<file path="src/rtl/uart_rx_deser_if.sv">
// Byte-level output bus of the UART receive deserializer: valid/ready data
// plus the one-cycle frame-error and overrun status pulses.
interface uart_rx_deser_if;
  logic [7:0] rx_data;
  logic       rx_valid;
  logic       rx_ready;
  logic       frame_err;
  logic       overrun;

  modport master (
    output rx_data,
    output rx_valid,
    output frame_err,
    output overrun,
    input  rx_ready
  );

  modport slave (
    input  rx_data,
    input  rx_valid,
    input  frame_err,
    input  overrun,
    output rx_ready
  );
endinterface

</file>
<file path="src/rtl/uart_rx_deser.sv">
// UART 8N1 receive deserializer: synchronises the rx pin, validates start bits,
// samples data at mid-bit and presents each byte on a valid/ready bus.
module uart_rx_deser #(
  parameter int CLK_FREQ = 200000000,
  parameter int BAUD     = 115200
) (
  input  logic            clk,
  input  logic            reset,
  input  logic            uart_rx,
  uart_rx_deser_if.master rx_bus
);

  localparam int DIV   = CLK_FREQ / BAUD;
  localparam int HALF  = DIV / 2;
  localparam int CNT_W = $clog2(DIV);

  localparam logic [CNT_W-1:0] CNT_ZERO = {CNT_W{1'b0}};
  localparam logic [CNT_W-1:0] CNT_ONE  = CNT_W'(1);
  localparam logic [CNT_W-1:0] CNT_LAST = CNT_W'(DIV - 1);
  localparam logic [CNT_W-1:0] CNT_HALF = CNT_W'(HALF - 1);

  generate
    if (DIV < 4) begin : g_div_check
      $error("uart_rx_deser: CLK_FREQ/BAUD must be at least 4");
    end
  endgenerate

  typedef enum logic [2:0] {
    ST_IDLE  = 3'd0,
    ST_START = 3'd1,
    ST_DATA  = 3'd2,
    ST_STOP  = 3'd3,
    ST_BREAK = 3'd4
  } state_t;

  logic             meta_r;
  logic             rxs_r;
  state_t           state_r;
  state_t           state_s;
  logic [CNT_W-1:0] cnt_r;
  logic [CNT_W-1:0] cnt_s;
  logic [2:0]       bit_idx_r;
  logic [2:0]       bit_idx_s;
  logic [7:0]       shift_r;
  logic [7:0]       shift_s;
  logic             byte_done_s;
  logic             stop_err_s;
  logic             handshake_s;

  logic [7:0]       rx_data_r;
  logic             rx_valid_r;
  logic             frame_err_r;
  logic             overrun_r;

  // Two-flop synchroniser; idles high so reset never looks like a start bit.
  always_ff @(posedge clk or negedge reset) begin
    if (!reset) begin
      meta_r <= 1'b1;
      rxs_r  <= 1'b1;
    end else begin
      meta_r <= uart_rx;
      rxs_r  <= meta_r;
    end
  end

  // Receiver state, baud counter, bit index and assembly register.
  always_ff @(posedge clk or negedge reset) begin
    if (!reset) begin
      state_r   <= ST_IDLE;
      cnt_r     <= CNT_ZERO;
      bit_idx_r <= 3'd0;
      shift_r   <= 8'h00;
    end else begin
      state_r   <= state_s;
      cnt_r     <= cnt_s;
      bit_idx_r <= bit_idx_s;
      shift_r   <= shift_s;
    end
  end

  // Next-state logic; the half-bit START wait puts later samples at mid-bit.
  always_comb begin
    state_s     = state_r;
    cnt_s       = cnt_r;
    bit_idx_s   = bit_idx_r;
    shift_s     = shift_r;
    byte_done_s = 1'b0;
    stop_err_s  = 1'b0;
    case (state_r)
      ST_IDLE: begin
        if (!rxs_r) begin
          state_s = ST_START;
          cnt_s   = CNT_ZERO;
        end else begin
          state_s = ST_IDLE;
        end
      end
      ST_START: begin
        if (cnt_r == CNT_HALF) begin
          cnt_s = CNT_ZERO;
          if (rxs_r) begin
            state_s = ST_IDLE;
          end else begin
            state_s   = ST_DATA;
            bit_idx_s = 3'd0;
          end
        end else begin
          cnt_s = cnt_r + CNT_ONE;
        end
      end
      ST_DATA: begin
        if (cnt_r == CNT_LAST) begin
          cnt_s              = CNT_ZERO;
          shift_s[bit_idx_r] = rxs_r;
          bit_idx_s          = bit_idx_r + 3'd1;
          if (bit_idx_r == 3'd7) begin
            state_s = ST_STOP;
          end else begin
            state_s = ST_DATA;
          end
        end else begin
          cnt_s = cnt_r + CNT_ONE;
        end
      end
      ST_STOP: begin
        if (cnt_r == CNT_LAST) begin
          cnt_s = CNT_ZERO;
          if (rxs_r) begin
            byte_done_s = 1'b1;
            state_s     = ST_IDLE;
          end else begin
            stop_err_s = 1'b1;
            state_s    = ST_BREAK;
          end
        end else begin
          cnt_s = cnt_r + CNT_ONE;
        end
      end
      ST_BREAK: begin
        if (rxs_r) begin
          state_s = ST_IDLE;
        end else begin
          state_s = ST_BREAK;
        end
      end
      default: begin
        state_s = ST_IDLE;
        cnt_s   = CNT_ZERO;
      end
    endcase
  end

  assign handshake_s = rx_valid_r && rx_bus.rx_ready;

  // Output holding register; a completing byte may replace one being consumed.
  always_ff @(posedge clk or negedge reset) begin
    if (!reset) begin
      rx_data_r   <= 8'h00;
      rx_valid_r  <= 1'b0;
      frame_err_r <= 1'b0;
      overrun_r   <= 1'b0;
    end else begin
      frame_err_r <= stop_err_s;
      overrun_r   <= 1'b0;
      if (byte_done_s) begin
        if (!rx_valid_r || handshake_s) begin
          rx_data_r  <= shift_r;
          rx_valid_r <= 1'b1;
        end else begin
          overrun_r <= 1'b1;
        end
      end else if (handshake_s) begin
        rx_valid_r <= 1'b0;
      end else begin
        rx_valid_r <= rx_valid_r;
      end
    end
  end

  assign rx_bus.rx_data   = rx_data_r;
  assign rx_bus.rx_valid  = rx_valid_r;
  assign rx_bus.frame_err = frame_err_r;
  assign rx_bus.overrun   = overrun_r;

endmodule
</file>
<file path="src/flat_wrapper.sv">
// flat-port wrapper written by rule: the top's interface ports become plain ports
module uart_rx_deser_flat 
#(
  parameter int CLK_FREQ = 200000000,
  parameter int BAUD     = 115200
)
  (clk, reset, uart_rx, rx_bus_rx_data, rx_bus_rx_valid, rx_bus_frame_err, rx_bus_overrun, rx_bus_rx_ready);
  uart_rx_deser_if rx_bus_i ();
  input  logic clk;
  input  logic reset;
  input  logic uart_rx;
  output wire logic [$bits(rx_bus_i.rx_data)-1:0] rx_bus_rx_data;
  output wire logic [$bits(rx_bus_i.rx_valid)-1:0] rx_bus_rx_valid;
  output wire logic [$bits(rx_bus_i.frame_err)-1:0] rx_bus_frame_err;
  output wire logic [$bits(rx_bus_i.overrun)-1:0] rx_bus_overrun;
  input wire logic [$bits(rx_bus_i.rx_ready)-1:0] rx_bus_rx_ready;
  assign rx_bus_rx_data = rx_bus_i.rx_data;
  assign rx_bus_rx_valid = rx_bus_i.rx_valid;
  assign rx_bus_frame_err = rx_bus_i.frame_err;
  assign rx_bus_overrun = rx_bus_i.overrun;
  assign rx_bus_i.rx_ready = rx_bus_rx_ready;
  uart_rx_deser #(.CLK_FREQ(CLK_FREQ), .BAUD(BAUD)) u_core (.clk(clk), .reset(reset), .uart_rx(uart_rx), .rx_bus(rx_bus_i));
endmodule
</file>
<file path="config.mk">
export PLATFORM = sky130hd
export DESIGN_NAME = uart_rx_deser_flat
export DESIGN_NICKNAME = d
export VERILOG_FILES = /design/src/rtl/uart_rx_deser_if.sv /design/src/rtl/uart_rx_deser.sv /design/src/flat_wrapper.sv
export SDC_FILE = /design/constraint.sdc
export NUM_CORES = 1
export LEC_CHECK = 0
export BUFFER_PORTS_ARGS = -buffer_cell sky130_fd_sc_hd__buf_4
export CORE_MARGIN = 2
export CORE_UTILIZATION = 55
export CTS_CLUSTER_DIAMETER = 100
export DETAILED_ROUTE_END_ITERATION = 8
export GPL_TIMING_DRIVEN = 0
export PLACE_DENSITY = 0.81
export RECOVER_POWER = 25
export SYNTH_ARGS = -nofsm -noshare
export SYNTH_HDL_FRONTEND = slang
export SYNTH_SLANG_ARGS = --single-unit
</file>
<file path="constraint.sdc">
create_clock -name clk -period 2.25 [get_ports clk]
set_input_delay 0.45 -clock clk [delete_from_list [all_inputs] [get_ports clk]]
set_output_delay 0.45 -clock clk [all_outputs]
set_load 0.005 [all_outputs]
</file>
==> insert_results.sql <==
INSERT INTO impl_metrics (metric_group, metric, value, unit) VALUES
('synthesis', 'synth_cells', '170', ''),
('global_route', 'grt_start_max_net_pins', '39', ''),
('timing', 'min_period_over_period', '97.8', '%'),
('worst_setup_path', 'gate_family_responsible_for_the_most_delay_along_the_worst_path', 'simple AND/OR/NAND/NOR gates', ''),
('routing', 'dr.pass1.iters', '4', ''),
('worst_setup_path', 'critical-path-max-stage-delay', '0.60', 'ns'),
('timing', 'report.final.hold_viol_count', '0', ''),
('timing', 'timing.final.setup_violations', '0', ''),
('global_route', 'wire_length_of_the_first_global_routing_pass', '6220', 'um'),
('cells_and_area', 'final_core_util', '65.7', '%'),
('global_route', 'grt_usage', '20.1', '%'),
('timing', 'total_negative_slack_for_setup_checks', '0', 'ns'),
('cells_and_area', 'final-instance-count-excl-fill', '242', ''),
('cts', 'holdBufCountCts', '0', ''),
('timing', 'tightest_slew', '0.902', 'ns'),
('synthesis', 'synth-edff-count', '0', ''),
('global_route', 'antenna_found_initial', '0', ''),
('power', 'clock_power_share', '34.8', '%'),
('synthesis', 'synth_cell_types', '47', ''),
('worst_setup_path', 'crit_path_max_fanout', '4', ''),
('global_route', 'vias_in_the_first_global_route', '1337', ''),
('cells_and_area', 'final.fill_count', '278', ''),
('die', 'io_pins', '15', ''),
('cells_and_area', 'layout.area.seq', '955', 'um2'),
('power', 'internal_power', '842', 'uW'),
('cells_and_area', 'multiInputGateArea', '930', 'um2'),
('die', 'starting_utilization_of_the_core_area', '57.8', '%'),
('cts', 'maximum_level_of_the_cts_h_tree', '2', ''),
('cells_and_area', 'final_net_count', '202', ''),
('die', 'core_box_area', '0.00336', 'mm2'),
('power', 'sequentialPowerShare', '63.2', '%'),
('worst_setup_path', 'crit_chain', 'or3b_1 -> or4_4 -> nor4b_4 -> mux2_1', ''),
('worst_setup_path', 'worst-endpoint-required', '2.50', 'ns'),
('timing', 'timing_max_transition_violations_final', '0', ''),
('worst_setup_path', 'worst_setup_path_end_kind', 'flop', ''),
('die', 'die-width', '63.4', 'um'),
('routing', 'route.antenna.remaining_nets', '0', ''),
('die', 'dieArea', '0.00402', 'mm2'),
('power', 'net-switching-power', '248', 'uW'),
('cts', 'cts-root-buf', 'sky130_fd_sc_hd__clkbuf_4', ''),
('cells_and_area', 'drive_above_1_share', '32.1', '%'),
('synthesis', 'synth_area', '0.00194', 'mm2'),
('cts', 'worst_setup_hold_path_clk_slew', '0.11', 'ns'),
('power', 'post-layout-total-power', '1090', 'uW'),
('power', 'power_density', '493', 'mW/mm2'),
('worst_setup_path', 'cp.buffers_inverters', '0', ''),
('worst_setup_path', 'worst-setup-path-type', 'reg -> reg', ''),
('job', 'timing.max_cap.violations', '0', ''),
('placed_design', 'detailed_place_hpwl', '2630', 'um'),
('worst_setup_path', 'worst-endpoint-arrival', '2.45', 'ns'),
('cells_and_area', 'synthToLayoutAreaGrowth', '13.7', '%'),
('placed_design', 'final_gp_congestion', '0.845', ''),
('synthesis', 'synth-async-reset-ratio', '100', '%'),
('placed_design', 'place.port_buffers', '14', ''),
('worst_setup_path', 'critical-path-slowest-cell', 'sky130_fd_sc_hd__or4_4', ''),
('power', 'vdd_drop_max', '0.000463', 'V'),
('routing', 'route.vias.total', '1417', ''),
('timing', 'fin_hold_ws', '0.190', 'ns'),
('cts', 'buffers_from_clock_root_to_sink_at_most', '2', ''),
('timing', 'min_period', '2.20', 'ns'),
('placed_design', 'numPlacedInstances', '230', ''),
('global_route', 'grt.overflow.total', '0', ''),
('synthesis', 'post_synthesis_register_bit_count', '38', ''),
('power', 'power.static_leakage', '0.00102', 'uW'),
('synthesis', 'synthesis.yosys.warnings', '0', ''),
('cts', 'cts.sinks', '38', ''),
('die', 'placementRows', '21', ''),
('cts', 'worst_skew_pair.late_latency', '0.36', 'ns'),
('timing', 'timing.slew.headroom', '39.8', '%'),
('outcome', 'status', 'completed', ''),
('power', 'swShare', '22.7', '%');
path summary, 6_finish.rpt:
| check | from | endpoint | slack, ns | cells after the start |
|---|---|---|---|---|
| max | u_core.state_r[2] | u_core.shift_r[4] | 0.05 | 4 |
| min | uart_rx | u_core.meta_r | 0.19 | 1 |
| max reg2reg | u_core.state_r[2] | u_core.shift_r[4] | 0.05 | 4 |
| min reg2reg | u_core.meta_r | u_core.rxs_r | 0.36 | 0 |
| max in group asynchronous | reset | u_core.state_r[2] | 1.43 | 1 |
| min in group asynchronous | reset | u_core.bit_idx_r[1] | 0.20 | 1 |
timing repair:
item	in CTS	in global routing
setup buffers	0	4
endpoints found under the setup margin	2	11
pin swaps	0	2
gates resized for setup	1	2
power groups by stage:
stage	Clock, uW	Combinational, uW	Sequential (uW)
final	379	22.1	688
after global routing	413	26.5	689
after CTS	388	24.2	688
after detailed placement	0	24.2	701
after global placement	0	22.8	701
after floorplan	0	5.38	701
cell type report:
class / count / share of cell area, %
Tap cell: 46 / 2.60
Timing Repair Buffer: 18 / 6.00
Clock buffer: 6 / 2.32
Inverter: 1 / 0.170
Buffer: 12 / 3.06
Sequential cell: 38 / 43.2
Clock inverter: 2 / 0.566
Multi-Input combinational cell: 119 / 42.1
cells in the final DEF (no fill, tap or decap), types with 2 or more instances in the layout:
cell type and instances:
sky130_fd_sc_hd__clkbuf_4 6, sky130_fd_sc_hd__buf_1 2, sky130_fd_sc_hd__nor2_1 5, sky130_fd_sc_hd__buf_4 17, sky130_fd_sc_hd__and2_1 4, sky130_fd_sc_hd__o21ai_0 6
sky130_fd_sc_hd__clkbuf_2 2, sky130_fd_sc_hd__nand4b_1 2, sky130_fd_sc_hd__or4_4 2, sky130_fd_sc_hd__clkbuf_1 4, sky130_fd_sc_hd__nor3_1 4, sky130_fd_sc_hd__dfstp_2 2
sky130_fd_sc_hd__mux2_1 2, sky130_fd_sc_hd__a221o_1 3, sky130_fd_sc_hd__nor2b_1 2, sky130_fd_sc_hd__or3_1 4, sky130_fd_sc_hd__a21oi_1 5, sky130_fd_sc_hd__xnor2_1 2
sky130_fd_sc_hd__nand4_1 4, sky130_fd_sc_hd__ha_1 2, sky130_fd_sc_hd__dfrtp_1 35, sky130_fd_sc_hd__buf_6 2, sky130_fd_sc_hd__nand2_1 11, sky130_fd_sc_hd__nand2b_1 5
sky130_fd_sc_hd__a22oi_1 4, sky130_fd_sc_hd__buf_2 2, sky130_fd_sc_hd__a21o_1 4, sky130_fd_sc_hd__nor4_1 4, sky130_fd_sc_hd__nor3b_1 3, sky130_fd_sc_hd__a22o_1 3
sky130_fd_sc_hd__nand3_1 5, sky130_fd_sc_hd__mux2_2 16
stage by stage:
stage	area, um2	setup slack, ns
final	2210	0.0487
after global routing	2210	-0.0318
after CTS	2170	0.0142
after detailed placement	2110	-0.0190
after global placement	2110	0.0336
after floorplan	1940	0.202
metal layers:
layer	wire length (um)	GRT usage (%)	vias up
li1	-	-	680
met1	1660	25.9	705
met2	1820	32.4	27
met3	153	4.46	5
met4	55	8.97	0
met5	0	0	-
cell usage after synthesis (2+ instances only):
cell / instances / area [um2]
sky130_fd_sc_hd__a21o_1: 4 / 30.0
sky130_fd_sc_hd__a21oi_1: 5 / 25.0
sky130_fd_sc_hd__a221o_1: 3 / 30.0
sky130_fd_sc_hd__a22o_1: 3 / 26.3
sky130_fd_sc_hd__a22oi_1: 4 / 30.0
sky130_fd_sc_hd__and2_1: 4 / 25.0
sky130_fd_sc_hd__buf_1: 2 / 7.51
sky130_fd_sc_hd__buf_2: 2 / 10.0
sky130_fd_sc_hd__buf_6: 2 / 22.5
sky130_fd_sc_hd__clkbuf_1: 4 / 15.0
sky130_fd_sc_hd__dfrtp_1: 36 / 901
sky130_fd_sc_hd__dfstp_2: 2 / 52.6
sky130_fd_sc_hd__ha_1: 3 / 37.5
sky130_fd_sc_hd__mux2_1: 2 / 22.5
sky130_fd_sc_hd__mux2_2: 16 / 180
sky130_fd_sc_hd__nand2_1: 11 / 41.3
sky130_fd_sc_hd__nand2b_1: 5 / 31.3
sky130_fd_sc_hd__nand3_1: 5 / 25.0
sky130_fd_sc_hd__nand4_1: 4 / 25.0
sky130_fd_sc_hd__nand4b_1: 2 / 17.5
sky130_fd_sc_hd__nor2_1: 5 / 18.8
sky130_fd_sc_hd__nor2b_1: 2 / 12.5
sky130_fd_sc_hd__nor3_1: 4 / 20.0
sky130_fd_sc_hd__nor3b_1: 3 / 22.5
sky130_fd_sc_hd__nor4_1: 4 / 25.0
sky130_fd_sc_hd__nor4b_2: 2 / 30.0
sky130_fd_sc_hd__o21ai_0: 6 / 30.0
sky130_fd_sc_hd__or3_1: 4 / 25.0
sky130_fd_sc_hd__or4_4: 2 / 22.5
sky130_fd_sc_hd__xnor2_1: 2 / 17.5
state kept, by name (all words and copies together), names as in the netlist:
signal                   flops
u_core.bit_idx_r             3
u_core.rx_bus.rx_data        8
u_core.rxs_r                 1
u_core.rx_bus.frame_err      1
u_core.rx_bus.rx_valid       1
u_core.rx_bus.overrun        1
u_core.meta_r                1
u_core.state_r               3
u_core.shift_r               8
u_core.cnt_r                11
cell families (layout without fill, tap and decap cells):
family / count (synthesis) / count (layout) / synth area share, %
AOI/OAI and AO/OA: 31 / 31 / 11.7
muxes: 18 / 18 / 10.4
adders and majority gates: 3 / 3 / 1.93
xor gates and xnor gates: 2 / 2 / 0.902
and+or+nand+nor: 65 / 65 / 22.3
buffers and inverters: 13 / 39 / 3.67
DFF: 38 / 38 / 49.1
worst register-to-register path, stage by stage (launching register included):
cell	delay (ns)
sky130_fd_sc_hd__dfrtp_2	0.44
sky130_fd_sc_hd__or3b_1	0.41
sky130_fd_sc_hd__or4_4	0.60
sky130_fd_sc_hd__nor4b_4	0.30
sky130_fd_sc_hd__mux2_1	0.36
No activity file was read; power rests on OpenSTA's default activity.
